File: src/rtl/spi_sniffer_sync_pkg.sv
// Shared definitions for the SPI sniffer: FSM encoding and parameter range limits.
package spi_sniffer_sync_pkg;

  typedef enum logic [1:0] {
    DISABLED = 2'd0,
    IDLE     = 2'd1,
    ACTIVE   = 2'd2
  } state_t;

  localparam int DW_MIN   = 4;
  localparam int DW_MAX   = 32;
  localparam int SYNC_MIN = 2;
  localparam int SYNC_MAX = 4;

  function automatic bit in_range(input int v, input int lo, input int hi);
    return (v >= lo) && (v <= hi);
  endfunction

endpackage

File: src/rtl/spi_pin_sync.sv
// Multi-flop synchroniser for one asynchronous SPI pin, plus a history flop
// giving single-cycle rise/fall strobes on the synchronised level.
module spi_pin_sync #(
  parameter int   STAGES  = 2,
  parameter logic RST_VAL = 1'b0
) (
  input  logic clk,
  input  logic reset_n,
  input  logic pin,
  output logic level,
  output logic rise,
  output logic fall
);

  logic [STAGES-1:0] sync_reg;
  logic              prev_reg;

  always_ff @(posedge clk or negedge reset_n) begin
    if (!reset_n) begin
      sync_reg <= {STAGES{RST_VAL}};
      prev_reg <= RST_VAL;
    end else begin
      sync_reg <= {sync_reg[STAGES-2:0], pin};
      prev_reg <= sync_reg[STAGES-1];
    end
  end

  assign level = sync_reg[STAGES-1];
  assign rise  = level & ~prev_reg;
  assign fall  = ~level & prev_reg;

endmodule

File: src/rtl/spi_sniffer_sync.sv
// Passive SPI sniffer: oversamples the bus on clk and decodes MOSI/MISO into
// parallel words with per-frame word counting and a masked MOSI match trigger.
module spi_sniffer_sync
  import spi_sniffer_sync_pkg::*;
#(
  parameter int DATA_WIDTH  = 8,
  parameter int SYNC_STAGES = 2,
  parameter int WCNT_WIDTH  = 16
) (
  input  logic                  clk,
  input  logic                  reset_n,
  input  logic                  sck,
  input  logic                  cs_n,
  input  logic                  mosi,
  input  logic                  miso,
  input  logic                  cfg_enable,
  input  logic                  cfg_cpol,
  input  logic                  cfg_cpha,
  input  logic                  cfg_lsb_first,
  input  logic                  match_en,
  input  logic [DATA_WIDTH-1:0] match_data,
  input  logic [DATA_WIDTH-1:0] match_mask,
  output logic [DATA_WIDTH-1:0] mosi_data,
  output logic [DATA_WIDTH-1:0] miso_data,
  output logic                  data_valid,
  output logic [WCNT_WIDTH-1:0] word_count,
  output logic                  frame_start,
  output logic                  frame_end,
  output logic                  partial_err,
  output logic                  trig_out
);

  localparam int BCW = $clog2(DATA_WIDTH);
  localparam logic [BCW-1:0] LAST_BIT = BCW'(DATA_WIDTH - 1);

  if (!in_range(DATA_WIDTH, DW_MIN, DW_MAX)) begin : g_bad_dw
    $error("spi_sniffer_sync: DATA_WIDTH out of range 4..32");
  end
  if (!in_range(SYNC_STAGES, SYNC_MIN, SYNC_MAX)) begin : g_bad_sync
    $error("spi_sniffer_sync: SYNC_STAGES out of range 2..4");
  end

  // Pin order {miso, mosi, cs_n, sck}; only cs_n idles high.
  logic [3:0] pin_raw, pin_level, pin_rise, pin_fall;
  assign pin_raw = {miso, mosi, cs_n, sck};

  for (genvar gi = 0; gi < 4; gi++) begin : g_pin
    spi_pin_sync #(.STAGES(SYNC_STAGES), .RST_VAL(gi == 1)) u_sync (
      .clk    (clk),
      .reset_n(reset_n),
      .pin    (pin_raw[gi]),
      .level  (pin_level[gi]),
      .rise   (pin_rise[gi]),
      .fall   (pin_fall[gi])
    );
  end

  logic unused_edges;
  assign unused_edges = ^{pin_rise[3:2], pin_fall[3:2], pin_level[0]};

  state_t                state_reg, state_next;
  logic [BCW-1:0]        bit_cnt_reg, bit_cnt_next;
  logic [DATA_WIDTH-1:0] mosi_sh_reg, mosi_sh_next, miso_sh_reg, miso_sh_next;
  logic [DATA_WIDTH-1:0] mosi_data_reg, mosi_data_next, miso_data_reg, miso_data_next;
  logic [WCNT_WIDTH-1:0] wcnt_reg, wcnt_next;
  logic                  sample_rise_reg, sample_rise_next, lsb_reg, lsb_next;
  logic                  valid_reg, valid_next, fs_reg, fs_next, fe_reg, fe_next;
  logic                  pe_reg, pe_next, trig_reg, trig_next;
  logic                  sample_edge;

  assign sample_edge = sample_rise_reg ? pin_rise[0] : pin_fall[0];

  always_ff @(posedge clk or negedge reset_n) begin
    if (!reset_n) begin
      state_reg       <= IDLE;
      bit_cnt_reg     <= '0;
      mosi_sh_reg     <= '0;
      miso_sh_reg     <= '0;
      mosi_data_reg   <= '0;
      miso_data_reg   <= '0;
      wcnt_reg        <= '0;
      sample_rise_reg <= 1'b1;
      lsb_reg         <= 1'b0;
      valid_reg       <= 1'b0;
      fs_reg          <= 1'b0;
      fe_reg          <= 1'b0;
      pe_reg          <= 1'b0;
      trig_reg        <= 1'b0;
    end else begin
      state_reg       <= state_next;
      bit_cnt_reg     <= bit_cnt_next;
      mosi_sh_reg     <= mosi_sh_next;
      miso_sh_reg     <= miso_sh_next;
      mosi_data_reg   <= mosi_data_next;
      miso_data_reg   <= miso_data_next;
      wcnt_reg        <= wcnt_next;
      sample_rise_reg <= sample_rise_next;
      lsb_reg         <= lsb_next;
      valid_reg       <= valid_next;
      fs_reg          <= fs_next;
      fe_reg          <= fe_next;
      pe_reg          <= pe_next;
      trig_reg        <= trig_next;
    end
  end

  always_comb begin
    state_next       = state_reg;
    bit_cnt_next     = bit_cnt_reg;
    mosi_sh_next     = mosi_sh_reg;
    miso_sh_next     = miso_sh_reg;
    mosi_data_next   = mosi_data_reg;
    miso_data_next   = miso_data_reg;
    wcnt_next        = wcnt_reg;
    sample_rise_next = sample_rise_reg;
    lsb_next         = lsb_reg;
    valid_next       = 1'b0;
    fs_next          = 1'b0;
    fe_next          = 1'b0;
    pe_next          = 1'b0;
    trig_next        = 1'b0;

    if (!cfg_enable) begin
      state_next   = DISABLED;
      bit_cnt_next = '0;
    end else begin
      case (state_reg)
        DISABLED: if (pin_level[1]) state_next = IDLE;
        IDLE: begin
          if (pin_fall[1]) begin
            state_next       = ACTIVE;
            bit_cnt_next     = '0;
            wcnt_next        = '0;
            fs_next          = 1'b1;
            sample_rise_next = ~(cfg_cpol ^ cfg_cpha);
            lsb_next         = cfg_lsb_first;
          end
        end
        ACTIVE: begin
          if (sample_edge) begin
            mosi_sh_next = lsb_reg ? {pin_level[2], mosi_sh_reg[DATA_WIDTH-1:1]}
                                   : {mosi_sh_reg[DATA_WIDTH-2:0], pin_level[2]};
            miso_sh_next = lsb_reg ? {pin_level[3], miso_sh_reg[DATA_WIDTH-1:1]}
                                   : {miso_sh_reg[DATA_WIDTH-2:0], pin_level[3]};
            if (bit_cnt_reg == LAST_BIT) begin
              bit_cnt_next   = '0;
              mosi_data_next = mosi_sh_next;
              miso_data_next = miso_sh_next;
              valid_next     = 1'b1;
              if (wcnt_reg != '1) wcnt_next = wcnt_reg + 1'b1;
              trig_next = match_en && (((mosi_sh_next ^ match_data) & match_mask) == '0);
            end else begin
              bit_cnt_next = bit_cnt_reg + 1'b1;
            end
          end
          // Edge in the same cycle is already folded into bit_cnt_next.
          if (pin_rise[1]) begin
            state_next = IDLE;
            fe_next    = 1'b1;
            pe_next    = (bit_cnt_next != '0);
          end
        end
        default: state_next = IDLE;
      endcase
    end
  end

  assign mosi_data   = mosi_data_reg;
  assign miso_data   = miso_data_reg;
  assign data_valid  = valid_reg;
  assign word_count  = wcnt_reg;
  assign frame_start = fs_reg;
  assign frame_end   = fe_reg;
  assign partial_err = pe_reg;
  assign trig_out    = trig_reg;

endmodule
File: config.mk
export PLATFORM = sky130hd
export DESIGN_NAME = spi_sniffer_sync
export DESIGN_NICKNAME = d
export VERILOG_FILES = /design/src/rtl/spi_sniffer_sync_pkg.sv /design/src/rtl/spi_pin_sync.sv /design/src/rtl/spi_sniffer_sync.sv
export SDC_FILE = /design/constraint.sdc
export NUM_CORES = 1
export LEC_CHECK = 0
export CORE_MARGIN = 4
export CORE_UTILIZATION = 47
export CTS_BUF_LIST = sky130_fd_sc_hd__clkbuf_8
export CTS_CLUSTER_DIAMETER = 40
export CTS_CLUSTER_SIZE = 10
export DETAILED_ROUTE_END_ITERATION = 6
export PLACE_DENSITY = 0.78
export REMOVE_ABC_BUFFERS = 1
export SETUP_SLACK_MARGIN = 0.05
export SLEW_MARGIN = 5
export SYNTH_ARGS = -nofsm -noshare
export SYNTH_HDL_FRONTEND = slang
export SYNTH_HIERARCHICAL = 1
export SYNTH_SLANG_ARGS = --single-unit
File: constraint.sdc
create_clock -name clk -period 3.3 [get_ports clk]
set_input_delay 0.66 -clock clk [delete_from_list [all_inputs] [get_ports clk]]
set_output_delay 0.66 -clock clk [all_outputs]
set_load 0.05 [all_outputs]
==> flow_summary.html, run 1 <==
<table>
<tr><th>Metric</th><th>Value</th></tr>
<tr><th colspan="2">Worst setup path</th></tr>
<tr><td>Internal reg-to-reg setup slack</td><td>0.97 ns</td></tr>
<tr><td>Classification of the worst setup path</td><td>in2reg</td></tr>
<tr><td>Ordered cell list for the critical path</td><td>clkdlybuf4s50_1, and4b_1, nand2_1, or4_1, a21oi_1</td></tr>
<tr><td>Largest driver fanout on the critical path</td><td>22</td></tr>
<tr><td>Critical path startpoint category</td><td>input port</td></tr>
<tr><td>CP max stage delay</td><td>0.63 ns</td></tr>
<tr><td>Highest-delay cell along the critical path</td><td>sky130_fd_sc_hd__or4_1</td></tr>
<tr><td>Worst endpoint required time</td><td>3.54 ns</td></tr>
<tr><td>CP Data Arrival Time</td><td>2.70 ns</td></tr>
<tr><td>Critical Path Sink Type</td><td>register</td></tr>
<tr><th colspan="2">Routing</th></tr>
<tr><td>Detailed-route vias per instance</td><td>5.53</td></tr>
<tr><td>Average wire per cell in the routed design</td><td>15.2 um</td></tr>
<tr><td>Vias</td><td>2415</td></tr>
<tr><td>Number of nets still failing antenna checks after routing</td><td>0</td></tr>
<tr><td>First DRT Iteration DRCs</td><td>202</td></tr>
<tr><td>Number of remaining DRC errors</td><td>0</td></tr>
<tr><td>DRT Wirelength</td><td>6640 um</td></tr>
<tr><td>First-pass DRT Iterations</td><td>4</td></tr>
<tr><th colspan="2">Logic synthesis</th></tr>
<tr><td>Syn avg cell area</td><td>10.7 um^2</td></tr>
<tr><td>Post-Synthesis Cell Area</td><td>0.00312 mm^2</td></tr>
<tr><td>Post-synthesis instance total</td><td>292</td></tr>
<tr><td>Yosys warnings</td><td>6</td></tr>
<tr><th colspan="2">Final layout</th></tr>
<tr><td>Area Overhead vs Synth</td><td>29.5%</td></tr>
<tr><td>Share of post-route cells with drive strength above 1</td><td>8.33%</td></tr>
<tr><td>Fillers</td><td>518</td></tr>
<tr><td>Final nets</td><td>385</td></tr>
<tr><td>Flip-flop count of the largest register after layout</td><td>16</td></tr>
<tr><td># diodes</td><td>0</td></tr>
<tr><td>Final core utilization</td><td>63.3%</td></tr>
<tr><th colspan="2">Clocking</th></tr>
<tr><td>Worst-path clk slew</td><td>0.07 ns</td></tr>
<tr><td>Clock tree root driver cell</td><td>sky130_fd_sc_hd__clkbuf_8</td></tr>
<tr><td>Total of hold buffers inserted after clock tree synthesis</td><td>0</td></tr>
<tr><td>Clock latency reported for the late side of the worst-skew pair</td><td>0.33 ns</td></tr>
<tr><td>Inserted Clock Buffers</td><td>9</td></tr>
<tr><td>Buffers from clock root to sink, at most</td><td>2</td></tr>
<tr><td>Sinks on the clock net</td><td>70</td></tr>
<tr><td>CTS tree</td><td>built</td></tr>
<tr><td>Count of instances resized after the clock tree is built</td><td>0</td></tr>
<tr><td>Post-CTS Repair Setup Buffers</td><td>0</td></tr>
<tr><td>Number of levels the H-tree was split into</td><td>3</td></tr>
<tr><th colspan="2">Global route</th></tr>
<tr><td>Overflow left after global routing</td><td>0</td></tr>
<tr><td>Maximum number of pins on one net before global-route repair</td><td>71</td></tr>
<tr><td>Vias in the first global route</td><td>2387</td></tr>
<tr><td>Total GRT Usage</td><td>18.2%</td></tr>
<tr><td>Number of antenna violations at the first check in global routing</td><td>0</td></tr>
<tr><td>Wire length of the first global-routing pass</td><td>11300 um</td></tr>
<tr><th colspan="2">Floorplan</th></tr>
<tr><td>Std cell rows</td><td>29</td></tr>
<tr><td>Horiz. Die Dim</td><td>89.5 um</td></tr>
<tr><td>Effective utilization at floorplan</td><td>48.9%</td></tr>
<tr><td>Height of the die</td><td>89.5 um</td></tr>
<tr><td>Die area</td><td>0.00801 mm^2</td></tr>
<tr><td>Core Footprint</td><td>0.00639 mm^2</td></tr>
<tr><td>Top-level port count</td><td>64</td></tr>
<tr><th colspan="2">STA</th></tr>
<tr><td>Maximum clock frequency</td><td>407 MHz</td></tr>
<tr><td>Final critical delay including setup and external delays</td><td>2.46 ns</td></tr>
<tr><td>Worst rel slew slack</td><td>42.5%</td></tr>
<tr><td>Max-slew violation total from the final report</td><td>0</td></tr>
<tr><td>Setup-failing EPs final</td><td>0</td></tr>
<tr><td>Setup repair after global routing missed its margin</td><td>no</td></tr>
<tr><td>Actual slew at the worst max-slew pin</td><td>0.863 ns</td></tr>
<tr><td>Total negative slack</td><td>0 ns</td></tr>
<tr><td>Setup Skew</td><td>0.00494 ns</td></tr>
<tr><td>Crit share post-route</td><td>74.4%</td></tr>
<tr><td>Fin. Hold Viols</td><td>0</td></tr>
<tr><th colspan="2">Place</th></tr>
<tr><td>Placed wire-length estimate</td><td>4710 um</td></tr>
<tr><td>Routability-driven placement congestion ratio</td><td>0.828</td></tr>
<tr><td>Count of port buffers added during placement</td><td>63</td></tr>
<tr><th colspan="2">Pwr</th></tr>
<tr><td>Power density cells</td><td>509 mW/mm^2</td></tr>
<tr><td>Worst-case vdd ir drop</td><td>0.000265 V</td></tr>
<tr><td>LEAKAGE</td><td>1.77 nW</td></tr>
<tr><th colspan="2">Run status</th></tr>
<tr><td>Run status</td><td>finished, final reports clean</td></tr>
<tr><th colspan="2">Hold path</th></tr>
<tr><td>Hold Crit Class</td><td>reg2reg</td></tr>
<tr><th colspan="2">Job</th></tr>
<tr><td>Max cap viols</td><td>0</td></tr>
</table>
[stage by stage]
stage / hold WS, ns / power [W] / worst slack (ns) / std cells / instance area [um^2]
6_report: 0.352 / 0.00206 / 0.843 / 437 / 4040
5_1_grt: 0.362 / 0.00215 / 0.700 / 437 / 4040
4_1_cts: 0.351 / 0.00208 / 0.866 / 437 / 4040
3_5_place_dp: 0.337 / 0.00124 / 0.519 / 421 / 3790
3_3_place_gp: 0.333 / 0.00123 / 0.631 / 421 / 3790
2_1_floorplan: 0.331 / 0.00114 / 0.932 / 277 / 3040
[area by class of cell]
cell class | instances | area [um^2] | share of cell area, %
clock buffers | 11 | 151 | 3.75
clock inverters | 5 | 97.6 | 2.41
inverters | 4 | 15.0 | 0.372
multi-input cells | 203 | 1270 | 31.4
flip-flops and latches | 70 | 1760 | 43.5
well taps | 77 | 96.3 | 2.38
repair buffers | 67 | 656 | 16.2
[layer usage]
layer | GRT usage, % | share of wire [%]
met4 | 8.12 | 1.1
met5 | 0 | 0
met1 | 23.9 | 43
met2 | 29.5 | 50
met3 | 3.23 | 5.7
[worst max-delay path: cells and delay by family]
kind,cells,cell delay (ns)
AND/OR/NAND/NOR,3,1.29
buffers and inverters,1,0.56
AO/OA/AOI/OAI,1,0.18
[cells in the final DEF (no fill, tap or decap), types with 2 or more instances in the layout]
master	n
sky130_fd_sc_hd__dfrtp_1	65
sky130_fd_sc_hd__clkdlybuf4s50_1	62
sky130_fd_sc_hd__nand2_1	34
sky130_fd_sc_hd__a21oi_1	25
sky130_fd_sc_hd__mux2i_1	23
sky130_fd_sc_hd__nor2_1	20
sky130_fd_sc_hd__o21ai_0	19
sky130_fd_sc_hd__clkbuf_8	11
sky130_fd_sc_hd__xnor2_1	8
sky130_fd_sc_hd__and3_1	6
sky130_fd_sc_hd__nand3_1	6
sky130_fd_sc_hd__inv_1	5
sky130_fd_sc_hd__and4_1	5
sky130_fd_sc_hd__nand4_1	5
sky130_fd_sc_hd__o31ai_1	5
sky130_fd_sc_hd__or4_1	5
sky130_fd_sc_hd__dfstp_2	5
sky130_fd_sc_hd__nor2b_1	4
sky130_fd_sc_hd__nor3_1	4
sky130_fd_sc_hd__nand2b_1	4
sky130_fd_sc_hd__buf_4	4
sky130_fd_sc_hd__a211oi_1	3
sky130_fd_sc_hd__a22o_1	3
sky130_fd_sc_hd__ha_1	3
sky130_fd_sc_hd__bufinv_16	3
sky130_fd_sc_hd__a22oi_1	2
sky130_fd_sc_hd__nor4_1	2
sky130_fd_sc_hd__and2_1	2
sky130_fd_sc_hd__and2b_2	2
[power by group]
| part | switching, W | leakage (nW) | total (W) | internal (W) |
|---|---|---|---|---|
| clock network | 0.000298 | 0.132 | 0.000837 | 0.000538 |
| logic | 0.000115 | 0.702 | 0.000238 | 0.000123 |
| registers | 0.0000628 | 0.932 | 0.000981 | 0.000918 |
| total | 0.000476 | 1.77 | 0.00206 | 0.00158 |
[final timing paths]
check,end,from,cells after the start
max,word_count[6],cfg_enable,5
min,g_pin[3].u_sync/sync_reg[1],g_pin[3].u_sync/sync_reg[0],0
max reg2reg,word_count[3],bit_cnt_reg[0],7
min reg2reg,g_pin[3].u_sync/sync_reg[1],g_pin[3].u_sync/sync_reg[0],0
max in group asynchronous,g_pin[0].u_sync/prev_reg,reset_n,2
min in group asynchronous,trig_out,reset_n,2
(Power assumes the default switching activity.)
==> run 2, diff against run 1 <==
--- a/config.mk
+++ b/config.mk
@@ -11,7 +11,7 @@
 export CTS_CLUSTER_DIAMETER = 40
 export CTS_CLUSTER_SIZE = 10
 export DETAILED_ROUTE_END_ITERATION = 6
-export PLACE_DENSITY = 0.78
+export PLACE_DENSITY = 0.81
 export REMOVE_ABC_BUFFERS = 1
 export SETUP_SLACK_MARGIN = 0.05
 export SLEW_MARGIN = 5
==> constraint.sdc (replaced) <==
create_clock -name clk -period 2.1 [get_ports clk]
set_input_delay 0.42 -clock clk [delete_from_list [all_inputs] [get_ports clk]]
set_output_delay 0.42 -clock clk [all_outputs]
set_load 0.05 [all_outputs]
==> run 2 against run 1 <==
Compared with the run above:
- clock power increased by 45%
- sequential power up 55%
- via count grew 2.6%
- highest routed layer unchanged
==> flow_summary.html, run 2 (synthesis gave the netlist of run 1 again) <==
<table>
<tr><th>Metric</th><th>Value</th></tr>
<tr><th colspan="2">Run status</th></tr>
<tr><td>Run status</td><td>finished, final reports clean</td></tr>
<tr><th colspan="2">Clocking</th></tr>
<tr><td>Clock tree root driver cell</td><td>sky130_fd_sc_hd__clkbuf_8</td></tr>
<tr><td>Worst-path clk slew</td><td>0.08 ns (about the same)</td></tr>
<tr><td>Count of instances resized after the clock tree is built</td><td>9 (+9)</td></tr>
<tr><td>Number of levels the H-tree was split into</td><td>3 (unchanged)</td></tr>
<tr><td>Clock latency reported for the late side of the worst-skew pair</td><td>0.35 ns (+0.02 ns)</td></tr>
<tr><td>Post-CTS Repair Setup Buffers</td><td>0 (unchanged)</td></tr>
<tr><td>Total of hold buffers inserted after clock tree synthesis</td><td>0 (unchanged)</td></tr>
<tr><td>Sinks on the clock net</td><td>70 (unchanged)</td></tr>
<tr><td>Buffers from clock root to sink, at most</td><td>2 (unchanged)</td></tr>
<tr><td>CTS tree</td><td>built</td></tr>
<tr><td>Inserted Clock Buffers</td><td>9 (unchanged)</td></tr>
<tr><th colspan="2">Job</th></tr>
<tr><td>Max cap viols</td><td>0 (unchanged)</td></tr>
<tr><th colspan="2">STA</th></tr>
<tr><td>Setup-failing EPs final</td><td>0 (unchanged)</td></tr>
<tr><td>Setup repair after global routing missed its margin</td><td>no</td></tr>
<tr><td>Total negative slack</td><td>0 ns (unchanged)</td></tr>
<tr><td>Final critical delay including setup and external delays</td><td>2.01 ns</td></tr>
<tr><td>Final worst setup slack</td><td>0.0908 ns (-0.752 ns)</td></tr>
<tr><td>Crit share post-route</td><td>95.7%</td></tr>
<tr><td>Maximum clock frequency</td><td>498 MHz</td></tr>
<tr><td>Max-slew violation total from the final report</td><td>0 (unchanged)</td></tr>
<tr><td>Fin. Hold Viols</td><td>0 (unchanged)</td></tr>
<tr><td>Hold slack final</td><td>0.0775 ns (-0.274 ns)</td></tr>
<tr><td>Actual slew at the worst max-slew pin</td><td>0.537 ns (-0.326 ns)</td></tr>
<tr><td>Setup Skew</td><td>0.0126 ns (+0.00764 ns)</td></tr>
<tr><td>Worst rel slew slack</td><td>64.1% (+22 points)</td></tr>
<tr><th colspan="2">Worst setup path</th></tr>
<tr><td>Critical path startpoint category</td><td>register</td></tr>
<tr><td>Worst endpoint required time</td><td>1.68 ns (-1.86 ns)</td></tr>
<tr><td>Count of buffering cells on the critical path with inverters included</td><td>1 (unchanged)</td></tr>
<tr><td>Startpoint of the most critical register-to-register path</td><td>bit_cnt_reg[0]</td></tr>
<tr><td>Critical Path Sink Type</td><td>primary output</td></tr>
<tr><td>Largest driver fanout on the critical path</td><td>4 (-82%)</td></tr>
<tr><td>Classification of the worst setup path</td><td>reg2out</td></tr>
<tr><td>Ordered cell list for the critical path</td><td>clkdlybuf4s50_1</td></tr>
<tr><td>Highest-delay cell along the critical path</td><td>sky130_fd_sc_hd__clkdlybuf4s50_1</td></tr>
<tr><td>CP Data Arrival Time</td><td>1.59 ns (-1.11 ns)</td></tr>
<tr><td>Worst-case reg-to-reg path depth</td><td>7 (unchanged)</td></tr>
<tr><td>CP max stage delay</td><td>0.85 ns (+0.22 ns)</td></tr>
<tr><td>Family with the most delay on the worst path</td><td>buffers and inverters</td></tr>
<tr><td>Internal reg-to-reg setup slack</td><td>0.19 ns (-0.78 ns)</td></tr>
<tr><td>Worst reg2reg path endpoint</td><td>word_count[15]</td></tr>
<tr><th colspan="2">Routing</th></tr>
<tr><td>Number of remaining DRC errors</td><td>0 (unchanged)</td></tr>
<tr><td>First DRT Iteration DRCs</td><td>226 (+12%)</td></tr>
<tr><td>Vias</td><td>2477 (+2.6%)</td></tr>
<tr><td>Average wire per cell in the routed design</td><td>15.2 um (-0.17%)</td></tr>
<tr><td>First-pass DRT Iterations</td><td>4 (unchanged)</td></tr>
<tr><td>DRT Wirelength</td><td>6750 um (+1.7%)</td></tr>
<tr><td>Number of nets still failing antenna checks after routing</td><td>0 (unchanged)</td></tr>
<tr><td>Detailed-route vias per instance</td><td>5.57 (+0.72%)</td></tr>
<tr><th colspan="2">Place</th></tr>
<tr><td>Count of port buffers added during placement</td><td>63 (unchanged)</td></tr>
<tr><td>Placed wire-length estimate</td><td>4670 um (-0.93%)</td></tr>
<tr><td>Routability-driven placement congestion ratio</td><td>0.803 (-3.0%)</td></tr>
<tr><td>Placement Setup Slack</td><td>-0.245 ns (-0.764 ns)</td></tr>
<tr><th colspan="2">Final layout</th></tr>
<tr><td>Flip-flop count of the largest register after layout</td><td>16 (unchanged)</td></tr>
<tr><td># diodes</td><td>0 (unchanged)</td></tr>
<tr><td>Commonest cells after routing, fill and taps aside</td><td>sky130_fd_sc_hd__dfrtp_1, sky130_fd_sc_hd__clkdlybuf4s50_1, sky130_fd_sc_hd__nand2_1, sky130_fd_sc_hd__a21oi_1, sky130_fd_sc_hd__mux2i_1</td></tr>
<tr><td>Share of post-route cells with drive strength above 1</td><td>11.7% (+3.4 points)</td></tr>
<tr><td>Leading cell type in the layout, fill and taps excluded</td><td>sky130_fd_sc_hd__dfrtp_1</td></tr>
<tr><td>Final nets</td><td>393 (+2.1%)</td></tr>
<tr><td>Final core utilization</td><td>64.5% (+1.2 points)</td></tr>
<tr><td>Area Overhead vs Synth</td><td>31.9%</td></tr>
<tr><th colspan="2">Pwr</th></tr>
<tr><td>Worst-case vdd ir drop</td><td>0.000478 V (+81%)</td></tr>
<tr><td>Power density cells</td><td>763 mW/mm^2 (+50%)</td></tr>
<tr><td>LEAKAGE</td><td>1.92 nW (+8.8%)</td></tr>
<tr><th colspan="2">Floorplan</th></tr>
<tr><td>Die area</td><td>0.00801 mm^2 (unchanged)</td></tr>
<tr><td>Height of the die</td><td>89.5 um (unchanged)</td></tr>
<tr><td>Core Footprint</td><td>0.00639 mm^2 (unchanged)</td></tr>
<tr><td>Top-level port count</td><td>64 (unchanged)</td></tr>
<tr><td>Std cell rows</td><td>29 (unchanged)</td></tr>
<tr><td>Effective utilization at floorplan</td><td>48.9% (unchanged)</td></tr>
<tr><td>Horiz. Die Dim</td><td>89.5 um (unchanged)</td></tr>
<tr><th colspan="2">Global route</th></tr>
<tr><td>Vias in the first global route</td><td>2351 (-1.5%)</td></tr>
<tr><td>Wire length of the first global-routing pass</td><td>11000 um (-2.1%)</td></tr>
<tr><td>Total GRT Usage</td><td>18.1% (-0.15 points)</td></tr>
<tr><td>Maximum number of pins on one net before global-route repair</td><td>71 (unchanged)</td></tr>
<tr><td>Overflow left after global routing</td><td>0 (unchanged)</td></tr>
<tr><td>Number of antenna violations at the first check in global routing</td><td>0 (unchanged)</td></tr>
<tr><th colspan="2">Hold path</th></tr>
<tr><td>Hold Crit Class</td><td>in2async</td></tr>
</table>
run 2: cell count changes in the layout (fill, tap and decap cells not counted), moves of 2 or more:
cell	before	now
sky130_fd_sc_hd__inv_1	5	3
sky130_fd_sc_hd__dlygate4sd2_1	0	8
sky130_fd_sc_hd__buf_12	0	2
sky130_fd_sc_hd__clkdlybuf4s50_1	62	49
sky130_fd_sc_hd__dlymetal6s2s_1	0	5
sky130_fd_sc_hd__clkinvlp_4	0	2
sky130_fd_sc_hd__buf_4	4	10
sky130_fd_sc_hd__clkinv_2	0	2
run 2: cell type report:
type / count / area [um^2]
Timing Repair Buffer: 75 / 743
Inverter: 4 / 15.0
Sequential cell: 70 / 1760
Tap cell: 77 / 96.3
Multi-Input combinational cell: 203 / 1280
Fill cell: 513 / 2270
Clock buffer: 10 / 138
Clock inverter: 6 / 85.1
run 2: stage by stage:
stage	total power, W	area (um^2)	cells
finish	0.00314	4120	445
global route	0.00328	4120	445
CTS	0.00316	4090	445
global placement	0.00194	3880	429
floorplan	0.00178	3040	277
detailed placement	0.00195	3880	429
run 2: routing by layer:
layer  global-route usage, %  routed length (um)  vias up
li1                        -                   -     1186
met2                    28.7                3290       73
met1                    23.6                2960     1204
met5                       0                   0        -
met3                    3.13                 374       14
met4                    9.61                 130        0
run 2: how the worst max path moves through the flow:
stage	startpoint	slack [ns]	depth (start not counted)	end
2_1_floorplan	bit_cnt_reg[0]	-0.27	7	word_count[3]
3_3_place_gp	cfg_enable	-0.14	6	word_count[15]
3_5_place_dp	cfg_enable	-0.25	6	word_count[15]
4_1_cts	word_count[12]	0.06	1	word_count[12]
5_1_grt	bit_cnt_reg[0]	0.05	7	word_count[5]
6_report	word_count[8]	0.09	1	word_count[8]
run 2: power by group:
group          internal (W)  switching, W  total (W)  leakage (nW)
sequential          0.00144     0.0000734    0.00152         0.932
clock              0.000696      0.000517    0.00121         0.108
combinational      0.000206      0.000206   0.000412         0.881
total               0.00235      0.000797    0.00314          1.92
==> run 3, diff against run 2 <==
--- a/config.mk
+++ b/config.mk
@@ -5,12 +5,14 @@
 export SDC_FILE = /design/constraint.sdc
 export NUM_CORES = 1
 export LEC_CHECK = 0
+export ABC_CLOCK_PERIOD_IN_PS = 2100
 export CORE_MARGIN = 4
 export CORE_UTILIZATION = 47
 export CTS_BUF_LIST = sky130_fd_sc_hd__clkbuf_8
 export CTS_CLUSTER_DIAMETER = 40
 export CTS_CLUSTER_SIZE = 10
 export DETAILED_ROUTE_END_ITERATION = 6
+export HOLD_SLACK_MARGIN = 0.08
 export PLACE_DENSITY = 0.81
 export REMOVE_ABC_BUFFERS = 1
 export SETUP_SLACK_MARGIN = 0.05
==> results of run 3 <==
No change in the layout: final DEF, timing and power equal those of run 2.
